==> config.mk <==
export PLATFORM = sky130hd
export DESIGN_NAME = elastic_stage_latch
export DESIGN_NICKNAME = d
export VERILOG_FILES = /design/src/rtl/stage_pkg.sv /design/src/rtl/stage_payload_reg.sv /design/src/rtl/elastic_stage_latch.sv
export SDC_FILE = /design/constraint.sdc
export NUM_CORES = 1
export LEC_CHECK = 0
export CORE_MARGIN = 1
export CORE_UTILIZATION = 50
export CTS_CLUSTER_SIZE = 12
export DETAILED_ROUTE_END_ITERATION = 12
export PLACE_DENSITY = 0.8
export SYNTH_ARGS = -nofsm -noshare
export SYNTH_HDL_FRONTEND = slang
export SYNTH_SLANG_ARGS = --single-unit
==> constraint.sdc <==
create_clock -name CLK -period 3.3 [get_ports CLK]
set_input_delay 0.66 -clock CLK [delete_from_list [all_inputs] [get_ports CLK]]
set_output_delay 0.66 -clock CLK [all_outputs]
set_load 0.05 [all_outputs]
==> src/rtl/stage_pkg.sv <==
// Shared definitions for the elastic pipeline stage latches: state encodings and
// the default MEM/WB payload layout, so stage wrappers can pack and unpack fields.
package stage_pkg;

    // The encoding is {skid_valid, main_valid}; code 2'b10 is never reached.
    typedef enum logic [1:0] {
        ST_EMPTY = 2'b00,
        ST_ONE   = 2'b01,
        ST_FULL  = 2'b11
    } stage_state_e;

    localparam int WR_ID_W   = 5;
    localparam int FMASK_W   = 8;
    localparam int RESULT_W  = 16;
    localparam int FLAGS_W   = 8;

    localparam int FLAGS_LSB  = 0;
    localparam int RESULT_LSB = FLAGS_LSB + FLAGS_W;
    localparam int FMASK_LSB  = RESULT_LSB + RESULT_W;
    localparam int WR_ID_LSB  = FMASK_LSB + FMASK_W;
    localparam int PAYLOAD_W  = WR_ID_LSB + WR_ID_W;

    localparam int DEBUG_W    = 104;

    function automatic logic [PAYLOAD_W-1:0] pack_payload(
        input logic [WR_ID_W-1:0]  wr_id,
        input logic [FMASK_W-1:0]  fmask,
        input logic [RESULT_W-1:0] result,
        input logic [FLAGS_W-1:0]  flags
    );
        return {wr_id, fmask, result, flags};
    endfunction

endpackage

==> src/rtl/stage_payload_reg.sv <==
// Payload register with asynchronous reset to a configurable value and a load enable.
// Used for the main and skid entries (and their debug shadows) of elastic_stage_latch.
module stage_payload_reg #(
    parameter int           W       = 37,
    parameter logic [W-1:0] RST_VAL = '0
) (
    input  logic         CLK,
    input  logic         RST,
    input  logic         load,
    input  logic [W-1:0] d,
    output logic [W-1:0] q
);

    logic [W-1:0] data_d;
    logic [W-1:0] data_q;

    always_comb begin
        data_d = data_q;
        if (load) begin
            data_d = d;
        end
    end

    // NOTE: payload registers are reset on purpose so out_data shows a known value
    // right after reset; this is a couple of flops, not a RAM array.
    always_ff @(posedge CLK or posedge RST) begin
        if (RST) begin
            data_q <= RST_VAL;
        end else begin
            data_q <= data_d;
        end
    end

    assign q = data_q;

endmodule

==> src/rtl/elastic_stage_latch.sv <==
// Valid/ready pipeline stage latch with a 2-entry skid buffer and a registered output.
// Optional debug side-channel when STAGE_DEBUG_EN is defined.
module elastic_stage_latch
    import stage_pkg::*;
#(
    parameter int                DATA_W  = 37,
    parameter logic [DATA_W-1:0] RST_VAL = '0
`ifdef STAGE_DEBUG_EN
    ,
    parameter int                DEBUG_W = stage_pkg::DEBUG_W
`endif
) (
    input  logic              CLK,
    input  logic              RST,
    input  logic              stall,
    input  logic              flush,
    input  logic              in_valid,
    output logic              in_ready,
    input  logic [DATA_W-1:0] in_data,
    output logic              out_valid,
    input  logic              out_ready,
    output logic [DATA_W-1:0] out_data,
`ifdef STAGE_DEBUG_EN
    input  logic [DEBUG_W-1:0] debug_in,
    output logic [DEBUG_W-1:0] debug_out,
`endif
    output logic [1:0]        count
);

    stage_state_e state_d;
    stage_state_e state_q;

    logic main_valid;
    logic skid_valid;
    logic in_fire;
    logic out_fire;
    logic main_load;
    logic main_from_skid;
    logic skid_load;

    logic [DATA_W-1:0] main_data;
    logic [DATA_W-1:0] skid_data;
    logic [DATA_W-1:0] main_in;

    assign main_valid = state_q[0];
    assign skid_valid = state_q[1];

    // Upstream ready depends only on registered state and stall, never on out_ready.
    assign in_ready  = !stall && !skid_valid;
    assign out_valid = !stall && main_valid;
    assign in_fire   = in_valid && in_ready;
    assign out_fire  = out_valid && out_ready;
    assign count     = {1'b0, main_valid} + {1'b0, skid_valid};

    // NOTE: every always_comb output gets a default first so no path infers a latch.
    always_comb begin
        state_d        = state_q;
        main_load      = 1'b0;
        main_from_skid = 1'b0;
        skid_load      = 1'b0;
        if (!stall) begin
            if (flush) begin
                state_d = ST_EMPTY;
            end else begin
                case (state_q)
                    ST_EMPTY: begin
                        if (in_fire) begin
                            state_d   = ST_ONE;
                            main_load = 1'b1;
                        end
                    end
                    ST_ONE: begin
                        if (in_fire && out_fire) begin
                            main_load = 1'b1;
                        end else if (in_fire) begin
                            state_d   = ST_FULL;
                            skid_load = 1'b1;
                        end else if (out_fire) begin
                            state_d = ST_EMPTY;
                        end
                    end
                    ST_FULL: begin
                        if (out_fire) begin
                            state_d        = ST_ONE;
                            main_load      = 1'b1;
                            main_from_skid = 1'b1;
                        end
                    end
                    default: state_d = ST_EMPTY;
                endcase
            end
        end
    end

    // NOTE: sequential state uses non-blocking assignments so all flops update together.
    always_ff @(posedge CLK or posedge RST) begin
        if (RST) begin
            state_q <= ST_EMPTY;
        end else begin
            state_q <= state_d;
        end
    end

    assign main_in = main_from_skid ? skid_data : in_data;

    stage_payload_reg #(.W(DATA_W), .RST_VAL(RST_VAL)) u_main_reg (
        .CLK  (CLK),
        .RST  (RST),
        .load (main_load),
        .d    (main_in),
        .q    (main_data)
    );

    stage_payload_reg #(.W(DATA_W), .RST_VAL(RST_VAL)) u_skid_reg (
        .CLK  (CLK),
        .RST  (RST),
        .load (skid_load),
        .d    (in_data),
        .q    (skid_data)
    );

    assign out_data = main_data;

`ifdef STAGE_DEBUG_EN
    logic [DEBUG_W-1:0] dbg_main;
    logic [DEBUG_W-1:0] dbg_skid;
    logic [DEBUG_W-1:0] dbg_main_in;

    assign dbg_main_in = main_from_skid ? dbg_skid : debug_in;

    stage_payload_reg #(.W(DEBUG_W), .RST_VAL('0)) u_dbg_main_reg (
        .CLK  (CLK),
        .RST  (RST),
        .load (main_load),
        .d    (dbg_main_in),
        .q    (dbg_main)
    );

    stage_payload_reg #(.W(DEBUG_W), .RST_VAL('0)) u_dbg_skid_reg (
        .CLK  (CLK),
        .RST  (RST),
        .load (skid_load),
        .d    (debug_in),
        .q    (dbg_skid)
    );

    assign debug_out = dbg_main;
`endif

endmodule

# [Yosys cells after proc, flatten, opt, wreduce, memory -nomap -nowiden]
# Cells that the tools add are included.
[word_totals] ff_bits=76 inputBits=43 output_inout_bits=41 elab_cells=41
[op_classes] n_addsub=1 eq_ne=6 muxes=21 bitwise_logic=1 n_reduce_logical=9
[op_table] cell="37-bit two-way mux" count=1
[op_table] cell="1-bit two-way mux" count=12
[op_table] cell="2-bit two-way mux" count=6
[op_table] cell="3-bit inequality test, second input constant" count=3
[op_table] cell="2-bit case mux with 3 select lines" count=1
[op_table] cell="1-bit logical AND" count=5
[op_table] cell="5-bit AND reduction" count=1
[op_table] cell="4-bit inequality test, second input constant" count=1
[op_table] cell="1-bit case mux with 3 select lines" count=1
[op_table] cell="1-bit by 1-bit adder with 2-bit output" count=1
[op_table] cell="2-bit by 1-bit equality test with 1-bit output, second input constant" count=1
[op_table] cell="2-bit equality test, second input constant" count=1
[op_table] cell="1-bit logical NOT" count=2
[op_table] cell="2-bit logical NOT" count=1
[op_table] cell="1-bit NOT" count=1

# [Depth between registers and ports, before layout]
[depth] depth_word=8 depth_mapped=7

# [Modules after synthesis]
# From an unflattened synthesis, not the netlist that was laid out.
[hier_totals] hier_cells=231 hier_area_um2=3892.5
[modules_own_cells] mod="stage_payload_reg" instances=2 cells_per_inst=79 area_each_um2=1530.2
[modules_own_cells] mod="elastic_stage_latch" instances=1 cells_per_inst=73 area_each_um2=832.0

# [Least setup slack after synthesis]
# OpenSTA, ideal clock, no wires.
[synth_timing] path_type="register to register" from="reg state_q[1]" to="reg u_main_reg.data_q[0], in the netlist u_main_reg.q[0]" setup_ns=0.125 arrival_ns=2.064 setup_slack_ns=1.111 stages_incl_launch_ff=6 path_buffers=1 synth_period_minus_slack_ns=2.189 cell_sequence="dfrtp_1 -> ha_1 -> nand3_4 -> buf_4 -> mux2_1 -> mux2_4"
[synth_between] elab_chain_cells=8
[synth_rtl] element="from (decl)" line_no="elastic_stage_latch.sv:31" text="stage_state_e state_q;"
[synth_rtl] element="from (signal assigned)" line_no="elastic_stage_latch.sv:100" text="state_q <= state_d;"
[synth_rtl] element="1-bit logical NOT" line_no="elastic_stage_latch.sv:49" text="assign in_ready = !stall && !skid_valid;"
[synth_rtl] element="1-bit logical AND" line_no="elastic_stage_latch.sv:49"
[synth_rtl] element="1-bit logical AND" line_no="elastic_stage_latch.sv:51" text="assign in_fire = in_valid && in_ready;"
[synth_rtl] element="1-bit logical AND" line_no="elastic_stage_latch.sv:73" text="if (in_fire && out_fire) begin"
[synth_rtl] element="1-bit two-way mux" line_no="elastic_stage_latch.sv:73"
[synth_rtl] element="1-bit case mux with 3 select lines" line_no="elastic_stage_latch.sv:65" text="case (state_q)"
[synth_rtl] element="1-bit two-way mux" line_no="elastic_stage_latch.sv:62" text="if (flush) begin"
[synth_rtl] element="1-bit two-way mux" line_no="elastic_stage_latch.sv:61" text="if (!stall) begin"
[synth_rtl] element="to (signal assigned)" line_no="stage_payload_reg.sv:30" text="data_q <= data_d;"
[synth_rtl] element="to (decl)" line_no="stage_payload_reg.sv:15" text="logic [W-1:0] data_q;"
# Parallel ways exist; a longest one is shown, timed or not.
# A chain may end at the register's enable or synchronous reset.

# [Worst setup path in the final report]
[layout_timing] from="in stall" to="out out_valid"
[layout_between] elab_chain_cells=2
[layout_rtl] element="from (decl)" line_no="elastic_stage_latch.sv:15" text="input logic stall,"
[layout_rtl] element="1-bit logical NOT"
[layout_rtl] element="1-bit logical AND" line_no="elastic_stage_latch.sv:50" text="assign out_valid = !stall && main_valid;"
[layout_rtl] element="to (decl)" line_no="elastic_stage_latch.sv:20" text="output logic out_valid,"
# No other way between the ends.

==> out/summary.md <==
The number of top-level design ports is 84, and the sum of overflow across all layers after global routing is 0. The number of max-slew violations in the final report was 0; the max-cap check violation count was 0. The top cell types in the final layout, fill and taps aside, are sky130_fd_sc_hd__clkdlybuf4s50_1, sky130_fd_sc_hd__dfrtp_1, sky130_fd_sc_hd__mux2_2, sky130_fd_sc_hd__mux2_1, sky130_fd_sc_hd__mux2_4. After technology mapping, the gate count stands at 239. The die covers 7710 um^2. The post-route fraction of the period consumed by the critical path is 88.3%, and the count of instances resized after the clock tree is built is 0. In this run the worst path has a maximum fanout of 12. The average footprint of a synthesized cell works out to 15.4 um^2.

For this run, the leading register cell type out of synthesis is sky130_fd_sc_hd__dfrtp_1. The die is 87.8 um tall. STA puts the critical path data required time at 2640 ps. Counting flops with a built-in enable in the synthesized netlist gives 0. After detailed routing, the total wire length is 7170 um.

The worst setup path is launched from an input port. The worst relative slew slack was 48.6%; the sum of negative setup slack was 0 ps. TritonCTS built the clock tree.

After clock tree synthesis, the setup repair step added 0 buffers. The synthesis-to-finish area growth is 30.1%. The clock reaches the later pin of the worst-skew pair after 340 ps. The initial antenna violation count was 0; the total global-route track usage was 19.8%.

Entering global routing, the biggest net connects 46 pins. Cells fill 69.0% of the core in the end. The run gives 4850 um as the half-perimeter wire length after placement. The region available for standard cell placement spans 6940 um^2.

In this run the worst hold path is classified as flop to flop. The first TritonRoute pass finished after 4 iterations. The first global-routing pass estimated 11600 um of wire. In the final layout, the share of cells above drive strength 1 is 33.1%. Row generation in the floorplan step produced 30 rows.

CTS root buffer: sky130_fd_sc_hd__clkbuf_8. The final layout contains 374 nets. The number of vias in the routed layout is 2295, and the worst slack at placement is 291 ps. The count of buffers added on input and output ports is 83. The die is 87.8 um wide. For this run, design rule violations remaining after detail routing come to 0. The number of synthesized register bits was 76. Dividing the detail-routed wire length by the instance count gives 16.8 um. Static timing analysis puts the maximum clock frequency at 343 MHz. The run finished with clean final reports. The setup violation total in the final timing report came out at 0. Setup repair after global routing left no endpoint under its margin.

In this run the remaining antenna-violating nets after routing total 0. The power density over cell area was 821 nW/um^2. For the pin with the worst max-slew slack, the measured transition is 771 ps. The initial utilization of the core area, before any placement, comes to 53.0%. The run gives 36 as the number of distinct library cell variants in the gate-level netlist after synthesis. The async set-or-reset flop fraction in the synthesized netlist was 100%. After clock tree synthesis, the clock-pin slew on the worst setup and hold paths is 80 ps. Across the routed clock network, the largest skew measured is 12.1 ps. The tools report the via count of the first global-routing pass as 2393. The number of hold buffers added after CTS was 0. When the netlist entered floorplanning its net count stood at 286.

After detailed routing, the number of vias per cell comes to 5.36. Overall power after layout: 3.93 mW. Leading cell type in the layout, fill and taps excluded: sky130_fd_sc_hd__clkdlybuf4s50_1. Hold violation count in the final report: 0.

The logs give 494 ps for the final hold slack and 2.14 nW for the static power due to leakage. The repair_antennas step left the layout with diodes totalling 0. The final period demand of the worst path works out to 2910 ps. The critical path is of the input port to output port type. The detailed router finished its first iteration with 72 violations. Minimum setup slack in the final design: 386 ps. The sequential cell area fraction in the yosys report was 51.7%. The congestion estimate from routability-driven global placement came to 0.796. At the worst endpoint, the arrival time is 2250 ps. The synthesized netlist occupies a cell area of 3680 um^2.

STA classifies the critical path endpoint as an output port. For this run, the number of Yosys warnings is 0. The logs give 9 for the number of buffers created by CTS and 76 for the CTS sink count.

Counting along the longest clock path gives a buffer depth of 2. The number of levels in the clock H-tree came out at 3. VDD sags by at most 0.609 mV.
[layout make-up]
| cell class | instances | area, um^2 |
|---|---|---|
| flip-flops and latches | 76 | 1900 |
| clock inverters | 6 | 65.1 |
| repair buffers | 87 | 871 |
| inverters | 4 | 16.3 |
| multi-input cells | 149 | 1690 |
| clock buffers | 10 | 128 |
| fillers | 496 | 2160 |
| well taps | 96 | 120 |
[synthesized netlist by cell type (all sizes together) (2+ instances only)]
cell type | n | share of area (%)
inv | 4 | 0.41
nor3 | 2 | 0.41
mux2 | 111 | 37
nand2 | 3 | 0.31
dfrtp | 76 | 52
ha | 4 | 1.4
nor2 | 5 | 0.65
buf | 10 | 2.1
nand3 | 3 | 1.1
o21ai | 3 | 0.71
[worst paths after layout]
check	cells past startpoint	slack, ps	startpoint	endpoint
worst min-delay path	1	490	u_skid_reg.q[22]$_DFFE_PP0P_	u_skid_reg.q[22]$_DFFE_PP0P_
max in group asynchronous	3	1810	RST	u_skid_reg.q[33]$_DFFE_PP0P_
worst max-delay path	3	390	stall	out_valid
min in group asynchronous	2	750	RST	u_main_reg.q[14]$_DFFE_PP0P_
worst min register to register	1	490	u_skid_reg.q[22]$_DFFE_PP0P_	u_skid_reg.q[22]$_DFFE_PP0P_
worst max register to register	7	800	state_q[1]$_DFFE_PP0P_	u_main_reg.q[31]$_DFFE_PP0P_
[kinds of logic (layout without fill, tap and decap cells)]
kind of cell / count (synthesis) / count (layout) / synth area share, %
adders and majority gates: 4 / 4 / 1.36
DFF: 76 / 76 / 51.7
AOI/OAI and AO/OA: 13 / 13 / 3.23
muxes: 111 / 111 / 37.0
and+or+nand+nor: 21 / 21 / 4.22
buffers and inverters: 14 / 107 / 2.48
[registers in the layout (all words and copies together), names as in the netlist]
| signal | cells |
|---|---|
| u_main_reg.q | 37 |
| u_skid_reg.q | 37 |
| state_q | 2 |
[per-stage QoR]
stage / std cells / instance area [um^2]
2_1_floorplan: 239 / 3680
3_3_place_gp: 412 / 4600
3_5_place_dp: 412 / 4600
4_1_cts: 428 / 4790
5_1_grt: 428 / 4790
6_report: 428 / 4790
[worst max-delay path: stages]
cell and delay (ps):
sky130_fd_sc_hd__clkdlybuf4s50_1 610, sky130_fd_sc_hd__nor2_1 170, sky130_fd_sc_hd__clkdlybuf4s50_1 810
[metal layers]
layer  GRT usage (%)  wire length (um)  up-vias
met2            32.7              3420       75
li1                -                 -     1043
met1            25.5              3250     1168
met5               0                 0        -
met3            4.52               403        9
met4            7.15                93        0
[power breakdown]
group / internal (mW) / switching, mW / leakage (nW)
logic: 0.764 / 0.935 / 1.11
clock network: 0.350 / 0.347 / 0.0962
registers: 1.33 / 0.206 / 0.928
total: 2.44 / 1.49 / 2.14
(Power assumes the default switching activity.)
